File: src/rtl/vec_pkg.sv
// Vector load/store unit shared definitions.
// Lane geometry, legal vector register window and FSM encoding.
package vec_pkg;

  localparam int LANES  = 8;
  localparam int LANE_W = 32;
  localparam int VLEN   = LANES * LANE_W;
  localparam int CNT_W  = $clog2(LANES);

  localparam logic [4:0] VREG_FIRST = 5'd16;
  localparam logic [4:0] VREG_LAST  = 5'd23;

  typedef enum logic [2:0] {
    IDLE,
    LOAD,
    STORE,
    WB,
    FIN
  } state_t;

  typedef logic [LANES-1:0][LANE_W-1:0] vec_t;

  function automatic logic [31:0] lane_addr(
    input logic [31:0]      base,
    input logic [CNT_W-1:0] k
  );
    return base + {{(30-CNT_W){1'b0}}, k, 2'b00};
  endfunction

endpackage

File: src/rtl/vec_lsu_if.sv
// Command, data-memory and vector-regfile bus of the vector LSU.
// master drives commands and read data; slave is the LSU itself.
interface vec_lsu_if;
  import vec_pkg::*;

  logic              start;
  logic              is_store;
  logic [31:0]       base_addr;
  logic [4:0]        vreg;
  logic [VLEN-1:0]   vsrc;

  logic [31:0]       mem_addr;
  logic              mem_we;
  logic [LANE_W-1:0] mem_wd;
  logic [LANE_W-1:0] mem_rd;

  logic              vwe3;
  logic [4:0]        vwa3;
  logic [VLEN-1:0]   vwd3;

  logic              busy;
  logic              done;

  modport master (
    output start, is_store, base_addr,
    output vreg, vsrc, mem_rd,
    input  mem_addr, mem_we, mem_wd,
    input  vwe3, vwa3, vwd3,
    input  busy, done
  );

  modport slave (
    input  start, is_store, base_addr,
    input  vreg, vsrc, mem_rd,
    output mem_addr, mem_we, mem_wd,
    output vwe3, vwa3, vwd3,
    output busy, done
  );

endinterface

File: src/rtl/vec_lsu.sv
// Vector load/store unit: one 32-bit lane per cycle,
// gather into a buffer for loads, scatter latched data for stores.
module vec_lsu
  import vec_pkg::*;
(
  input  logic      clk,
  input  logic      rst,
  vec_lsu_if.slave  bus
);

  state_t           state;
  state_t           nstate;
  logic [CNT_W-1:0] cnt;
  logic [31:0]      base_q;
  logic [4:0]       vreg_q;
  vec_t             vsrc_q;
  vec_t             gbuf;
  logic             last;
  logic             accept;
  logic             vreg_ok;

  assign last    = (cnt == CNT_W'(LANES - 1));
  assign accept  = (state == IDLE) && bus.start;
  assign vreg_ok = (vreg_q >= VREG_FIRST) &&
                   (vreg_q <= VREG_LAST);

  // State register.
  always_ff @(posedge clk) begin
    if (rst) state <= IDLE;
    else     state <= nstate;
  end

  // Next-state logic: lane sweep, then a one-cycle finish state.
  always_comb begin
    nstate = state;
    unique case (state)
      IDLE:  if (bus.start)
               nstate = bus.is_store ? STORE : LOAD;
      LOAD:  if (last) nstate = WB;
      STORE: if (last) nstate = FIN;
      WB:    nstate = IDLE;
      FIN:   nstate = IDLE;
      default: nstate = IDLE;
    endcase
  end

  // Command latch, lane counter and load gather buffer.
  always_ff @(posedge clk) begin
    if (rst) begin
      cnt    <= '0;
      base_q <= '0;
      vreg_q <= '0;
      vsrc_q <= '0;
      gbuf   <= '0;
    end else begin
      if (accept) begin
        cnt    <= '0;
        base_q <= {bus.base_addr[31:2], 2'b00};
        vreg_q <= bus.vreg;
        vsrc_q <= bus.vsrc;
      end else if (state == LOAD || state == STORE) begin
        cnt <= cnt + CNT_W'(1);
      end
      if (state == LOAD) gbuf[cnt] <= bus.mem_rd;
    end
  end

  // Outputs: everything idles at zero outside its own state.
  always_comb begin
    bus.mem_addr = '0;
    bus.mem_we   = 1'b0;
    bus.mem_wd   = '0;
    bus.vwe3     = 1'b0;
    bus.vwa3     = '0;
    bus.vwd3     = '0;
    bus.busy     = 1'b0;
    bus.done     = 1'b0;
    unique case (state)
      IDLE: ;
      LOAD: begin
        bus.busy     = 1'b1;
        bus.mem_addr = lane_addr(base_q, cnt);
      end
      STORE: begin
        bus.busy     = 1'b1;
        bus.mem_addr = lane_addr(base_q, cnt);
        bus.mem_we   = 1'b1;
        bus.mem_wd   = vsrc_q[cnt];
      end
      WB: begin
        bus.busy = 1'b1;
        bus.done = 1'b1;
        bus.vwe3 = vreg_ok;
        bus.vwa3 = vreg_q;
        bus.vwd3 = gbuf;
      end
      FIN: begin
        bus.busy = 1'b1;
        bus.done = 1'b1;
      end
      default: ;
    endcase
  end

endmodule

File: src/flat_wrapper.sv
// flat-port wrapper written by rule: the top's interface ports become plain ports
module vec_lsu_flat import vec_pkg::*;
  (clk, rst, bus_start, bus_is_store, bus_base_addr, bus_vreg, bus_vsrc, bus_mem_rd, bus_mem_addr, bus_mem_we, bus_mem_wd, bus_vwe3, bus_vwa3, bus_vwd3, bus_busy, bus_done);
  vec_lsu_if bus_i ();
  input  logic clk;
  input  logic rst;
  input wire logic [$bits(bus_i.start)-1:0] bus_start;
  input wire logic [$bits(bus_i.is_store)-1:0] bus_is_store;
  input wire logic [$bits(bus_i.base_addr)-1:0] bus_base_addr;
  input wire logic [$bits(bus_i.vreg)-1:0] bus_vreg;
  input wire logic [$bits(bus_i.vsrc)-1:0] bus_vsrc;
  input wire logic [$bits(bus_i.mem_rd)-1:0] bus_mem_rd;
  output wire logic [$bits(bus_i.mem_addr)-1:0] bus_mem_addr;
  output wire logic [$bits(bus_i.mem_we)-1:0] bus_mem_we;
  output wire logic [$bits(bus_i.mem_wd)-1:0] bus_mem_wd;
  output wire logic [$bits(bus_i.vwe3)-1:0] bus_vwe3;
  output wire logic [$bits(bus_i.vwa3)-1:0] bus_vwa3;
  output wire logic [$bits(bus_i.vwd3)-1:0] bus_vwd3;
  output wire logic [$bits(bus_i.busy)-1:0] bus_busy;
  output wire logic [$bits(bus_i.done)-1:0] bus_done;
  assign bus_i.start = bus_start;
  assign bus_i.is_store = bus_is_store;
  assign bus_i.base_addr = bus_base_addr;
  assign bus_i.vreg = bus_vreg;
  assign bus_i.vsrc = bus_vsrc;
  assign bus_i.mem_rd = bus_mem_rd;
  assign bus_mem_addr = bus_i.mem_addr;
  assign bus_mem_we = bus_i.mem_we;
  assign bus_mem_wd = bus_i.mem_wd;
  assign bus_vwe3 = bus_i.vwe3;
  assign bus_vwa3 = bus_i.vwa3;
  assign bus_vwd3 = bus_i.vwd3;
  assign bus_busy = bus_i.busy;
  assign bus_done = bus_i.done;
  vec_lsu u_core (.clk(clk), .rst(rst), .bus(bus_i));
endmodule
File: config.mk
export PLATFORM = sky130hd
export DESIGN_NAME = vec_lsu_flat
export DESIGN_NICKNAME = d
export VERILOG_FILES = /design/src/rtl/vec_pkg.sv /design/src/rtl/vec_lsu_if.sv /design/src/rtl/vec_lsu.sv /design/src/flat_wrapper.sv
export SDC_FILE = /design/constraint.sdc
export NUM_CORES = 1
export LEC_CHECK = 0
export BUFFER_PORTS_ARGS = -buffer_cell sky130_fd_sc_hd__buf_2
export CORE_MARGIN = 2
export CORE_UTILIZATION = 25
export CTS_CLUSTER_DIAMETER = 100
export DETAILED_ROUTE_END_ITERATION = 12
export HOLD_SLACK_MARGIN = 0.03
export PLACE_DENSITY = 0.41
export RECOVER_POWER = 25
export SYNTH_ARGS = -nofsm -noshare
export SYNTH_HDL_FRONTEND = slang
export SYNTH_SLANG_ARGS = --single-unit
File: constraint.sdc
create_clock -name clk -period 3 [get_ports clk]
set_clock_uncertainty 0.1 [all_clocks]
set_input_delay 0.6 -clock clk [delete_from_list [all_inputs] [get_ports clk]]
set_output_delay 0.6 -clock clk [all_outputs]
set_load 0.005 [all_outputs]
==> reports/results.md <==
| Result | Value |
|:---|:---|
| Synthesized area | 0.0230 mm² |
| Slew Viols, Final | 0 |
| Number of enable flip-flop cells after synthesis | 0 |
| Worst endpoint required time | 2.30 ns |
| Clock network latency to the later pin of the worst-skew pair | 0.60 ns |
| Critical path buffer and inverter count | 1 |
| Wire length of the first global-routing pass | 154 mm |
| Longest Clk Path Bufs | 3 |
| Worst min-delay path class | in -> reg |
| Post-synthesis to final-layout area growth | 40.9% |
| Portion of the post-synthesis area used by sequential elements | 48.1% |
| Mean routed wirelength per cell | 21.7 µm |
| Worst max-slew margin expressed relative to the limit | 0.781% |
| Vias per cell | 4.72 |
| Fmax | 312 MHz |
| Floorplan row count | 111 |
| Final instance area | 0.0324 mm² |
| Level count of the clock H-tree | 3 |
| Overflow left after global routing | 0 |
| Sequential cell area | 0.0111 mm² |
| Buffers added on ports | 653 |
| Clock root cell | clkbuf_16 |
| Pin count of the biggest net entering global routing | 71 |
| Cell family with most CP delay | simple AND/OR/NAND/NOR gates |
| Setup TNS | -3.45 ns |
| Number of setup violations in the final report | 42 |
| Longest individual stage delay on the worst path | 0.48 ns |
| Layout Nets | 4061 |
| Synthesized instance count | 3078 |
| Tot GR Track Use | 21.9% |
| Post-route worst setup slack | -0.206 ns |
| Clock slew seen by the registers of the worst setup and hold paths | 0.06 ns |
| Slew of the pin with the lowest slew margin | 1.49 ns |
| Final Critical Period | 3.21 ns |
| Synth async-reset ratio | 0% |
| Wire length after detailed routing | 108 mm |
| Clock buffer count from CTS | 69 |
| Count of routing violations after the opening detailed-route iteration | 1575 |
| Data arrival, critical path | 2.51 ns |
| Initial antenna violation count | 22 |
| Number of filler instances in the final layout | 9918 |
| Main synth FF type | dfxtp_1 |
| I/O pins | 658 |
| Warnings from Yosys | 0 |
| Max VDD drop | 0.383 mV |
| Die boundary width | 308 µm |
| Number of buffers added to fix hold violations after cts | 0 |
| Number of vias after detailed routing | 23500 |
| Series of cell instances along the critical path | ha_4 -> a21o_1 -> a21oi_2 -> or4_4 -> or3_4 -> a21oi_2 -> buf_2 |
| Critical path endpoint category | output port |
| Routability congestion estimate | 0.797 |
| Core region area | 0.0915 mm² |
| Full die area | 0.0946 mm² |
| Vertical die dimension | 308 µm |
| Max-cap check violation count | 0 |
| Power Dens Cells | 564 mW/mm² |
| Cell area reported after detailed placement | 0.0279 mm² |
| Clock tree from TritonCTS | built |
| Average instance area after synthesis | 7.48 µm² |
| Outcome | finished with violations |
| Number of global-route vias before repair | 22700 |
| # clock sinks | 553 |
| Period utilisation layout | 107% |
| Critical-path top delay cell | or4_4 |
| Violated checks | negative setup slack |
| Number of nets with antenna violations after routing | 0 |
| Non-Filler Instances | 4969 |
| Area occupied by multi-input gates | 0.0117 mm² |
| Number of placed instances, taps included | 4734 |
| Setup repair after global routing missed its margin | true |
| DP HPWL | 70.1 mm |
| Register bit total from synthesis | 553 |
| Count of cell types in the netlist | 48 |
| Final Hold Fails | 0 |
| Nature of the critical path startpoint | flop |
| Crit Path Class | reg -> out |
| Most used cell along the critical path | a21oi_2 |
| Length of the first detailed-routing pass in iterations | 7 |
| Peak fanout along the critical path | 8 |
| Layout cell share with drive strength beyond 1 | 29.4% |
| Effective utilization at floorplan | 25.2% |
| DRC viols | 0 |
| Leakage power | 13.1 nW |
[routing by layer]
metal | GRT usage (%) | share of wire (%)
met3 | 4.28 | 5.9
met1 | 28.3 | 44
met5 | 0 | 0.18
met2 | 36.9 | 48
met4 | 6.13 | 2.6
[Yosys cell counts, drive strengths merged (5+ instances only)]
cell | count | area share (%)
a41oi | 21 | 0.80
nor4 | 9 | 0.27
or3 | 7 | 0.19
inv | 7 | 0.11
a21oi | 558 | 12
o21ai | 8 | 0.17
nor2 | 29 | 0.47
nor3 | 16 | 0.35
ha | 5 | 0.27
nand3 | 8 | 0.17
clkbuf | 215 | 3.5
a221oi | 11 | 0.42
nor3b | 6 | 0.24
a22oi | 106 | 3.5
a22o | 11 | 0.42
nand2 | 1117 | 18
dfxtp | 553 | 48
and2 | 267 | 7.3
xnor2 | 18 | 0.68
buf | 66 | 1.5
a31oi | 11 | 0.30
[through the flow]
| step | worst slack (ns) | hold WS [ns] | total power, mW | util, % |
|---|---|---|---|---|
| 6_report | -0.206 | 0.117 | 18.3 | 35.4 |
| 3_3_place_gp | 0.0954 | 0.338 | 9.73 | 30.5 |
| 3_5_place_dp | 0.116 | 0.343 | 9.74 | 30.5 |
| 5_1_grt | -0.318 | 0.102 | 19.0 | 35.4 |
| 2_1_floorplan | 0.201 | 0.332 | 8.85 | - |
| 4_1_cts | -0.285 | 0.0873 | 18.5 | 35.2 |
[worst paths after layout]
| check | startpoint | to | slack [ns] | cells past startpoint |
|---|---|---|---|---|
| max | u_core.cnt[1] | bus_mem_addr[29] | -0.21 | 7 |
| min | bus_vsrc[233] | u_core.vsrc_q[233] | 0.12 | 3 |
| max reg2reg | u_core.state[2] | u_core.vsrc_q[218] | -0.02 | 6 |
| min reg2reg | u_core.gbuf[1] | u_core.gbuf[1] | 0.35 | 2 |
[registers in the layout, summed over array words and instances (netlist names)]
signal / flops
u_core.cnt: 3
u_core.base_q: 30
u_core.state: 3
u_core.gbuf: 256
u_core.vsrc_q: 256
u_core.vreg_q: 5
[where the power goes]
part / internal, mW / leakage (nW) / total, mW / switching, mW
logic: 0.749 / 7.43 / 1.95 / 1.20
clock network: 5.00 / 1.12 / 8.48 / 3.48
registers: 7.66 / 4.51 / 7.88 / 0.222
[worst register-to-register path, stage by stage (launching register included)]
cell	delay, ns
dfxtp_2	0.45
nor2_1	0.13
nand3b_1	0.21
clkbuf_2	0.64
clkbuf_2	1.05
nand2_1	0.20
a21oi_1	0.18
[cells in the final DEF (no fill, tap or decap), types with 6 or more instances in the layout]
cell type and n:
a21oi_1 555, a221oi_2 8, a22o_1 8, a22oi_1 60, a22oi_2 46, a31oi_1 8, a41oi_2 20, and2_1 265
buf_12 53, buf_16 10, buf_2 649, buf_4 88, buf_6 36, buf_8 6, clkbuf_1 25, clkbuf_16 73
clkbuf_8 16, clkinv_2 7, dfxtp_1 539, dfxtp_2 12, inv_1 6, nand2_1 1113, nand3_1 6, nor2_1 25
nor3_2 6, o21ai_0 7, xnor2_1 17
[logic make-up after synthesis]
| logic type | share of synthesized area [%] |
|---|---|
| and+or+nand+nor | 27.8 |
| AOI/OAI and AO/OA | 17.8 |
| DFF | 48.1 |
| buffers and inverters | 5.10 |
| xor gates and xnor gates | 0.799 |
| adders and majority gates | 0.359 |
| other | 0.0163 |
| muxes | 0.0435 |
[repair_timing]
| item | 4_1_cts | 5_1_grt |
|---|---|---|
| pin swaps | 77 | 47 |
| setup endpoints to repair | 318 | 60 |
| resized for setup | 175 | 67 |
| gates cloned | 15 | 3 |
| buffers inserted | 84 | 21 |
[final cells by class]
type | instances | area share [%]
antenna | 5 | 0.0386
clock buffer | 107 | 6.32
clock inverter | 16 | 0.698
inverter | 8 | 0.0964
multi-input combinational | 2237 | 36.0
sequential | 553 | 34.2
tap | 1186 | 4.57
timing repair buffer | 857 | 18.1
Power figures use the tool's default switching activity.
